$ cat src/rtl/irq_controller.sv
// Edge-collecting interrupt controller with masked fixed-priority arbitration and a small register window.
// Define IRQ_CTRL_ROUND_ROBIN_EN to rotate priority from the last serviced source.
module irq_controller #(
  parameter int N_SRC = 4,
  parameter int ID_W  = 5
) (
  input  logic             clk,
  input  logic             reset,
  input  logic [N_SRC-1:0] src_irq,
  input  logic             kernel_mode,
  input  logic             irq_ack,
  input  logic             irq_done,
  input  logic [1:0]       bus_addr,
  input  logic             bus_wr,
  input  logic [31:0]      bus_wdata,
  output logic [31:0]      bus_rdata,
  output logic             irq,
  output logic [ID_W-1:0]  irq_id
);

  typedef enum logic [1:0] {IDLE, REQ, SERVICE} state_t;

  state_t            state, state_next;
  logic              gie;
  logic [N_SRC-1:0]  mask, pending, src_prev;
  logic [N_SRC-1:0]  rise, eligible, id_sel, w1c_clear, ack_clear;
  logic [ID_W-1:0]   winner, irq_id_next;
  logic              any_eligible, cur_eligible, irq_next;
  logic              unused_wdata;

  assign rise         = src_irq & ~src_prev;
  assign eligible     = gie ? (pending & mask) : '0;
  assign any_eligible = |eligible;
  assign w1c_clear    = (bus_wr && bus_addr == 2'd2) ? bus_wdata[N_SRC-1:0] : '0;
  assign unused_wdata = ^bus_wdata;

  // One-hot of the latched id, so the live eligibility of the pending request can be watched.
  always_comb begin
    id_sel = '0;
    for (int unsigned i = 0; i < N_SRC; i++)
      id_sel[i] = (irq_id == ID_W'(i));
  end
  assign cur_eligible = |(eligible & id_sel);

`ifdef IRQ_CTRL_ROUND_ROBIN_EN
  logic [ID_W-1:0] rr_ptr;
  logic            found;

  always_comb begin
    winner = '0;
    found  = 1'b0;
    for (int unsigned k = 0; k < N_SRC; k++)
      for (int unsigned j = 0; j < N_SRC; j++)
        if (!found && eligible[j] && ((32'(rr_ptr) + k) % N_SRC) == j) begin
          winner = ID_W'(j);
          found  = 1'b1;
        end
  end

  always_ff @(posedge clk) begin
    if (reset)
      rr_ptr <= '0;
    else if (state == REQ && irq_ack)
      rr_ptr <= (irq_id == ID_W'(N_SRC - 1)) ? '0 : irq_id + 1'b1;
  end
`else
  // Scan downward so the lowest eligible index is the last one written.
  always_comb begin
    winner = '0;
    for (int unsigned i = N_SRC; i > 0; i--)
      if (eligible[i-1]) winner = ID_W'(i - 1);
  end
`endif

  always_comb begin
    state_next  = state;
    irq_next    = irq;
    irq_id_next = irq_id;
    ack_clear   = '0;
    case (state)
      IDLE: begin
        irq_next = 1'b0;
        if (any_eligible && !kernel_mode) begin
          state_next  = REQ;
          irq_next    = 1'b1;
          irq_id_next = winner;
        end
      end
      REQ: begin
        if (irq_ack) begin
          ack_clear  = id_sel;
          irq_next   = 1'b0;
          state_next = SERVICE;
        end else if (!cur_eligible) begin
          irq_next   = 1'b0;
          state_next = IDLE;
        end
      end
      SERVICE: begin
        irq_next = 1'b0;
        if (irq_done) state_next = IDLE;
      end
      default: begin
        irq_next   = 1'b0;
        state_next = IDLE;
      end
    endcase
  end

  always_ff @(posedge clk) begin
    if (reset) begin
      gie      <= 1'b0;
      mask     <= '0;
      pending  <= '0;
      src_prev <= '0;
      state    <= IDLE;
      irq      <= 1'b0;
      irq_id   <= '0;
    end else begin
      src_prev <= src_irq;
      pending  <= (pending & ~w1c_clear & ~ack_clear) | rise;
      if (bus_wr) begin
        case (bus_addr)
          2'd0:    gie  <= bus_wdata[0];
          2'd1:    mask <= bus_wdata[N_SRC-1:0];
          default: ;
        endcase
      end
      state  <= state_next;
      irq    <= irq_next;
      irq_id <= irq_id_next;
    end
  end

  always_comb begin
    bus_rdata = '0;
    case (bus_addr)
      2'd0: bus_rdata[0] = gie;
      2'd1: bus_rdata[N_SRC-1:0] = mask;
      2'd2: bus_rdata[N_SRC-1:0] = pending;
      2'd3: begin
        bus_rdata[ID_W-1:0] = irq_id;
        bus_rdata[31]       = (state == SERVICE);
      end
    endcase
  end

endmodule

$ cat config.mk
export PLATFORM = sky130hd
export DESIGN_NAME = irq_controller
export DESIGN_NICKNAME = d
export VERILOG_FILES = /design/src/rtl/irq_controller.sv
export SDC_FILE = /design/constraint.sdc
export NUM_CORES = 1
export LEC_CHECK = 0
export ABC_AREA = 1
export CAP_MARGIN = 10
export CORE_MARGIN = 2
export CORE_UTILIZATION = 36
export CTS_CLUSTER_SIZE = 14
export DETAILED_ROUTE_END_ITERATION = 6
export PLACE_DENSITY = 0.85
export RECOVER_POWER = 100
export SLEW_MARGIN = 20
export SYNTH_ARGS = -nofsm -noshare
export SYNTH_HDL_FRONTEND = slang
export SYNTH_SLANG_ARGS = --single-unit
$ cat constraint.sdc
create_clock -name clk -period 1.6 [get_ports clk]
set_clock_uncertainty 0.1 [all_clocks]
set_input_delay 0.32 -clock clk [delete_from_list [all_inputs] [get_ports clk]]
set_output_delay 0.32 -clock clk [all_outputs]
set_load 0.1 [all_outputs]
==> flow_metrics.tcl, run 1 <==
set metrics [dict create \
    nNetsFinal 239 \
    cts_tree "yes" \
    synthXorXnorAreaFrac_pct 0 \
    io_pins 82 \
    cts.sinks 18 \
    crit_type "reg -> out" \
    multi_input_comb_area_sq_um 631 \
    end_kind "primary output" \
    area_growth_pct 42.0 \
    cts_max_level 1 \
    synth_compound_area_share_pct 12.1 \
    critPathSlowestCell "dfxtp_4" \
    layout_min_cycle_time_ns 1.57 \
    synth_top_area_share_pct 33.4 \
    grt_max_degree 14 \
    fin_ws_ns 0.0350 \
    antenna_left 0 \
    min_path_type "reg -> reg" \
    vias 1026 \
    crit_path_cell_trace "inv_4, o2111ai_4, buf_12" \
    post-route-cell-area_sq_um 1530 \
    synthTopCellsByArea "dfxtp_1, buf_4, nand2_1, nor2_1, inv_1" \
    layout-drive-gt1-share_pct 23.2 \
    first_pass_iters 6 \
    syn_avg_cell_area_sq_um 6.78 \
    drc_errors 5 \
    vias_per_cell 4.56 \
    grtUsageMet3_pct 2.86 \
    cts.hold.buffers_added 0 \
    fill_cells 270 \
    yosys.area_share.simple_pct 26.2 \
    antenna_found_initial 0 \
    dpl.cell_count 216 \
    numCtsBuffers 3 \
    insertion_delay_ns 0.30 \
    ctsRootBufferMaster "clkbuf_4" \
    wl_per_cell_microns 10.5 \
    n_antenna_cell 0 \
    grt_overflow 0 \
    grtUsageMet1_pct 18.3 \
    grt.total_usage_pct 14.3 \
    layout_common_cells "conb_1, nand2_1, nor2_1" \
    layout_commonest_cell "conb_1" \
    yosysUniqueCellTypes 16 \
    maxCapViolations 0 \
    met2_usage_pct 24.4 \
    p_total_mw 1.28 \
    cts_max_path_buffers 2 \
    relSlewSlack_pct 59.7 \
    synth_top_family_by_area "buffers and inverters" \
    dp_hpwl_microns 1830 \
    utilization_pct 54.5 \
    finalSetupViolCount 0 \
    period_share_pct 97.8 \
    tightestPinTransition_ns 0.604 \
    yosys.area.top_type "dfxtp_1" \
    fp.dieH_microns 58.7 \
    critical_path.max_fanout 3 \
    syn_area_sq_um 1080 \
    cp_slowest_stage_delay_ns 0.39 \
    start_util_pct 38.4 \
    grt_pass1_vias 922 \
    arrival_ns 1.15 \
    post_dp_cell_area_sq_um 1440 \
    num_rows 19 \
    port_buffers 23 \
    regArea_sq_um 370 \
    path_clk_slew_ns 0.10 \
    synthAdderAreaFrac_pct 0 \
    rsz0062_at_grt "true" \
    ys_seq_area_share_pct 33.4 \
    netlist_instances 159 \
    status "complete, but fails checks" \
    gp_congestion 0.888 \
    wirelength_microns 2360 \
    dieArea_sq_um 3450 \
    synth_seq_cells 18 \
    place_worst_setup_slack_ns -0.355 \
    yosysWarnings 0 \
    path_delay_family "flip-flops" \
    grt_first_pass_wirelength_microns 3820 \
    violations "DRC" \
    synth_mux_area_share_pct 0 \
    irDropWorstVdd_v 0.000373 \
    core_sq_um 2810 \
    setup_tns_ns 0 \
    p_per_area_nw_per_um2 835 \
    slew_violations 0 \
    dieWidth_microns 58.7 \
    finalHoldViolations 0 \
    fmax_mhz 639 \
    power.leakage_nw 0.674 \
    grt_busiest_layer "met2" \
    critPathLaunchType "register" \
    critPathBufInv 2 \
    whs_ns 0.336 \
    drtIter0Drc 33 \
    required_ns 1.18 \
    finalNonFillerCells 225 \
]
cells by family after synthesis:
logic type / after synthesis
buffers and inverters: 50
flip-flops: 18
AO/OA/AOI/OAI: 21
AND/OR/NAND/NOR: 69
other: 1
state kept, by name (all words and copies together) (netlist names):
signal	count
mask	4
pending	4
src_prev	4
irq_id	2
state	2
gie	1
irq	1
worst paths after layout:
| path | from | end | slack (ns) | cells after the start |
|---|---|---|---|---|
| worst max-delay path | irq_id[0]$_SDFFE_PP0P_ | bus_rdata[0] | 0.03 | 3 |
| worst min-delay path | src_prev[1]$_SDFF_PP0_ | pending[1]$_SDFF_PP0_ | 0.34 | 1 |
| worst max register to register | irq_id[0]$_SDFFE_PP0P_ | irq$_SDFFE_PP0P_ | 0.37 | 8 |
| worst min register to register | src_prev[1]$_SDFF_PP0_ | pending[1]$_SDFF_PP0_ | 0.34 | 1 |
layout make-up:
| type | count | area share (%) |
|---|---|---|
| multi-input cells | 120 | 41.2 |
| inverters | 19 | 5.15 |
| well taps | 31 | 2.53 |
| clock buffers | 4 | 2.37 |
| repair buffers | 33 | 24.5 |
| flip-flops and latches | 18 | 24.2 |
worst reg2reg max path, delay by kind of cell, from the launching register on:
kind                   cells  cell delay [ns]
DFF                        1             0.38
and+or+nand+nor            5             0.39
AOI/OAI and AO/OA          1             0.11
buffers and inverters      2             0.19
where the power goes:
group	leakage [nW]	switching [mW]	internal, mW
combinational	0.503	0.424	0.0915
sequential	0.150	0.0149	0.466
clock	0.0210	0.142	0.139
synthesized netlist by cell type:
master	count
clkbuf_1	1
dfxtp_1	18
nand2_1	31
o32ai_1	4
o221ai_1	1
nand3_1	13
inv_1	19
nor3_1	2
conb_1	1
o2111ai_1	1
a21oi_1	8
nand2_2	2
o21a_1	1
buf_4	30
o21ai_0	6
nor2_1	21
what timing repair did:
action | in CTS | in global routing
endpoints found under the setup margin | 5 | 3
buffers inserted | 1 | 4
resized for setup | 17 | 5
pin swaps | 3 | 4
routing by layer:
| metal | share of wire [%] | routed length (microns) |
|---|---|---|
| met1 | 40 | 938 |
| met5 | 0 | 0 |
| met3 | 7.9 | 186 |
| met4 | 0.89 | 21 |
| met2 | 51 | 1210 |
(Power assumes the default switching activity.)
==> run 2: changes to the inputs <==
--- a/config.mk
+++ b/config.mk
@@ -6,7 +6,7 @@
 export NUM_CORES = 1
 export LEC_CHECK = 0
 export ABC_AREA = 1
-export CAP_MARGIN = 10
+export CAP_MARGIN = 20
 export CORE_MARGIN = 2
 export CORE_UTILIZATION = 36
 export CTS_CLUSTER_SIZE = 14
==> results of run 2 <==
The final DEF is identical to that of run 1; final timing and power are the same.
==> run 3: changes to the inputs <==
--- a/config.mk
+++ b/config.mk
@@ -11,6 +11,7 @@
 export CORE_UTILIZATION = 36
 export CTS_CLUSTER_SIZE = 14
 export DETAILED_ROUTE_END_ITERATION = 6
+export GPL_TIMING_DRIVEN = 0
 export PLACE_DENSITY = 0.85
 export RECOVER_POWER = 100
 export SLEW_MARGIN = 20
==> run 3 against run 2 <==
The flow still finishes with violations (DRC). Highest routed layer unchanged. Total power shrank 1.4%. Critical path depth is the same. Sequential share of layout area shrank 1.1 points. Maximum frequency grew 1.2%. Via count grew 4.2%. Critical path type unchanged.
==> flow_metrics.tcl, run 3 (synthesized netlist as in run 1, its figures left out) <==
set metrics [dict create \
    status "complete, but fails checks" \
    violations "DRC" \
    cts_tree "yes" \
    layout_common_cells "buf_4, nand2_1, conb_1" \
    p_total_mw 1.26 \
    vias_per_cell 4.31 \
    ctsRootBufferMaster "clkbuf_4" \
    nNetsFinal 262 \
    multi_input_comb_area_sq_um 612 \
    insertion_delay_ns 0.29 \
    io_pins 82 \
    critPathBufInv 2 \
    fp.dieH_microns 58.7 \
    layout_commonest_cell "buf_4" \
    finalSetupViolCount 0 \
    slew_violations 0 \
    min_path_type "in -> reg" \
    cts.sinks 18 \
    area_growth_pct 48.3 \
    p_comb_share_pct 43.7 \
    clockPowerShare_pct 18.3 \
    period_share_pct 96.7 \
    wirelength_microns 2360 \
    utilization_pct 57.0 \
    core_sq_um 2810 \
    p_sw_uw 579 \
    grt.total_usage_pct 14.8 \
    p_per_area_nw_per_um2 788 \
    grt_pass1_vias 955 \
    layout_min_cycle_time_ns 1.55 \
    grt_first_pass_wirelength_microns 3860 \
    path_clk_slew_ns 0.11 \
    grt_overflow 0 \
    drtIter0Drc 40 \
    maxCapViolations 0 \
    fill_cells 277 \
    dieWidth_microns 58.7 \
    relSlewSlack_pct 64.0 \
    crit_path_cell_trace "inv_4, o221ai_4, buf_12" \
    critPathLaunchType "register" \
    path_delay_family "flip-flops" \
    p_seq_share_pct 38.1 \
    antenna_found_initial 0 \
    power.leakage_nw 0.782 \
    wl_per_cell_microns 9.53 \
    layout-drive-gt1-share_pct 29.0 \
    critPathSlowestCell "dfxtp_4" \
    arrival_ns 1.13 \
    dp_hpwl_microns 1960 \
    crit_type "reg -> out" \
    switching_share_pct 45.9 \
    grt_max_degree 11 \
    n_antenna_cell 0 \
    port_buffers 23 \
    p_int_uw 681 \
    end_kind "primary output" \
    dieArea_sq_um 3450 \
    critical_path.max_fanout 4 \
    cts.hold.buffers_added 0 \
    antenna_left 0 \
    first_pass_iters 6 \
    irDropWorstVdd_v 0.000470 \
    vias 1069 \
    cts_max_level 1 \
    rsz0062_at_grt "true" \
    tightestPinTransition_ns 0.542 \
    fmax_mhz 647 \
    numCtsBuffers 3 \
    cts_max_path_buffers 2 \
    cp_slowest_stage_delay_ns 0.39 \
    top_regs "mask: 4 flops, pending: 4 flops, src_prev: 4 flops" \
    num_rows 19 \
    gp_congestion 0.878 \
    required_ns 1.18 \
    regArea_sq_um 369 \
    finalHoldViolations 0 \
    start_util_pct 38.4 \
    drc_errors 5 \
]
run 3: cell types whose count changed in the layout (fill, tap and decap cells not counted), moves of 2 or more:
cell,previous run,this run
nand2_2,4,2
buf_2,2,4
buf_6,1,3
buf_12,8,2
buf_4,8,32
nand2_1,28,30
run 3: layout make-up:
type                       count  area share [%]
clock buffer                   3            1.41
buffer                        31            14.3
tap                           31            2.43
sequential                    18            23.1
clock inverter                 1           0.235
inverter                      19            4.93
multi-input combinational    120            38.3
timing repair buffer          25            15.3
run 3: power groups by stage:
stage	clock, mW	combinational (mW)	sequential [mW]
floorplan	0	0.466	0.488
global placement	0	0.533	0.489
detailed placement	0	0.536	0.490
CTS	0.236	0.553	0.479
global route	0.264	0.570	0.482
finish	0.230	0.550	0.480
run 3: stage by stage:
stage	instances	hold WS, ns	worst slack [ns]	instance area, sq um	TNS (ns)
3_3_place_gp	242	0.314	-1.34	1550	-8.02
4_1_cts	247	0.270	0.0256	1600	0
2_1_floorplan	188	0.310	-0.0358	1280	-0.0627
6_report	248	0.278	0.0532	1600	0
3_5_place_dp	242	0.323	-1.35	1550	-8.43
5_1_grt	248	0.301	-0.0200	1600	-0.0248
run 3: final timing paths:
check | slack (ns) | to | depth (start not counted) | startpoint
max | 0.05 | bus_rdata[1] | 3 | irq_id[1]$_SDFFE_PP0P_
min | 0.28 | gie$_SDFFE_PP0P_ | 4 | bus_addr[0]
max reg2reg | 0.31 | pending[3]$_SDFF_PP0_ | 6 | state[1]$_SDFFE_PP0P_
min reg2reg | 0.34 | pending[2]$_SDFF_PP0_ | 1 | src_prev[2]$_SDFF_PP0_
run 3: worst register-to-register path, stage by stage, from the launching register on:
cell and delay, ns:
dfxtp_1 0.33, inv_1 0.12, nand2_1 0.09, nor2_1 0.16, inv_1 0.11, nor2_1 0.15, o32ai_1 0.11
run 3: timing repair:
item,4_1_cts,5_1_grt
buffers inserted,1,1
pin swaps,2,0
cloned,0,0
endpoints found under the setup margin,8,3
gates resized for setup,70,1
run 3: routing by layer:
metal | routed length (microns) | GRT usage, % | vias up | part of all wire [%]
met5 | 0 | 0 | - | 0
met4 | 57 | 7.79 | 0 | 2.4
met3 | 224 | 2.86 | 6 | 9.5
met2 | 1100 | 24.4 | 53 | 47
met1 | 978 | 18.1 | 445 | 41
li1 | - | - | 565 | -
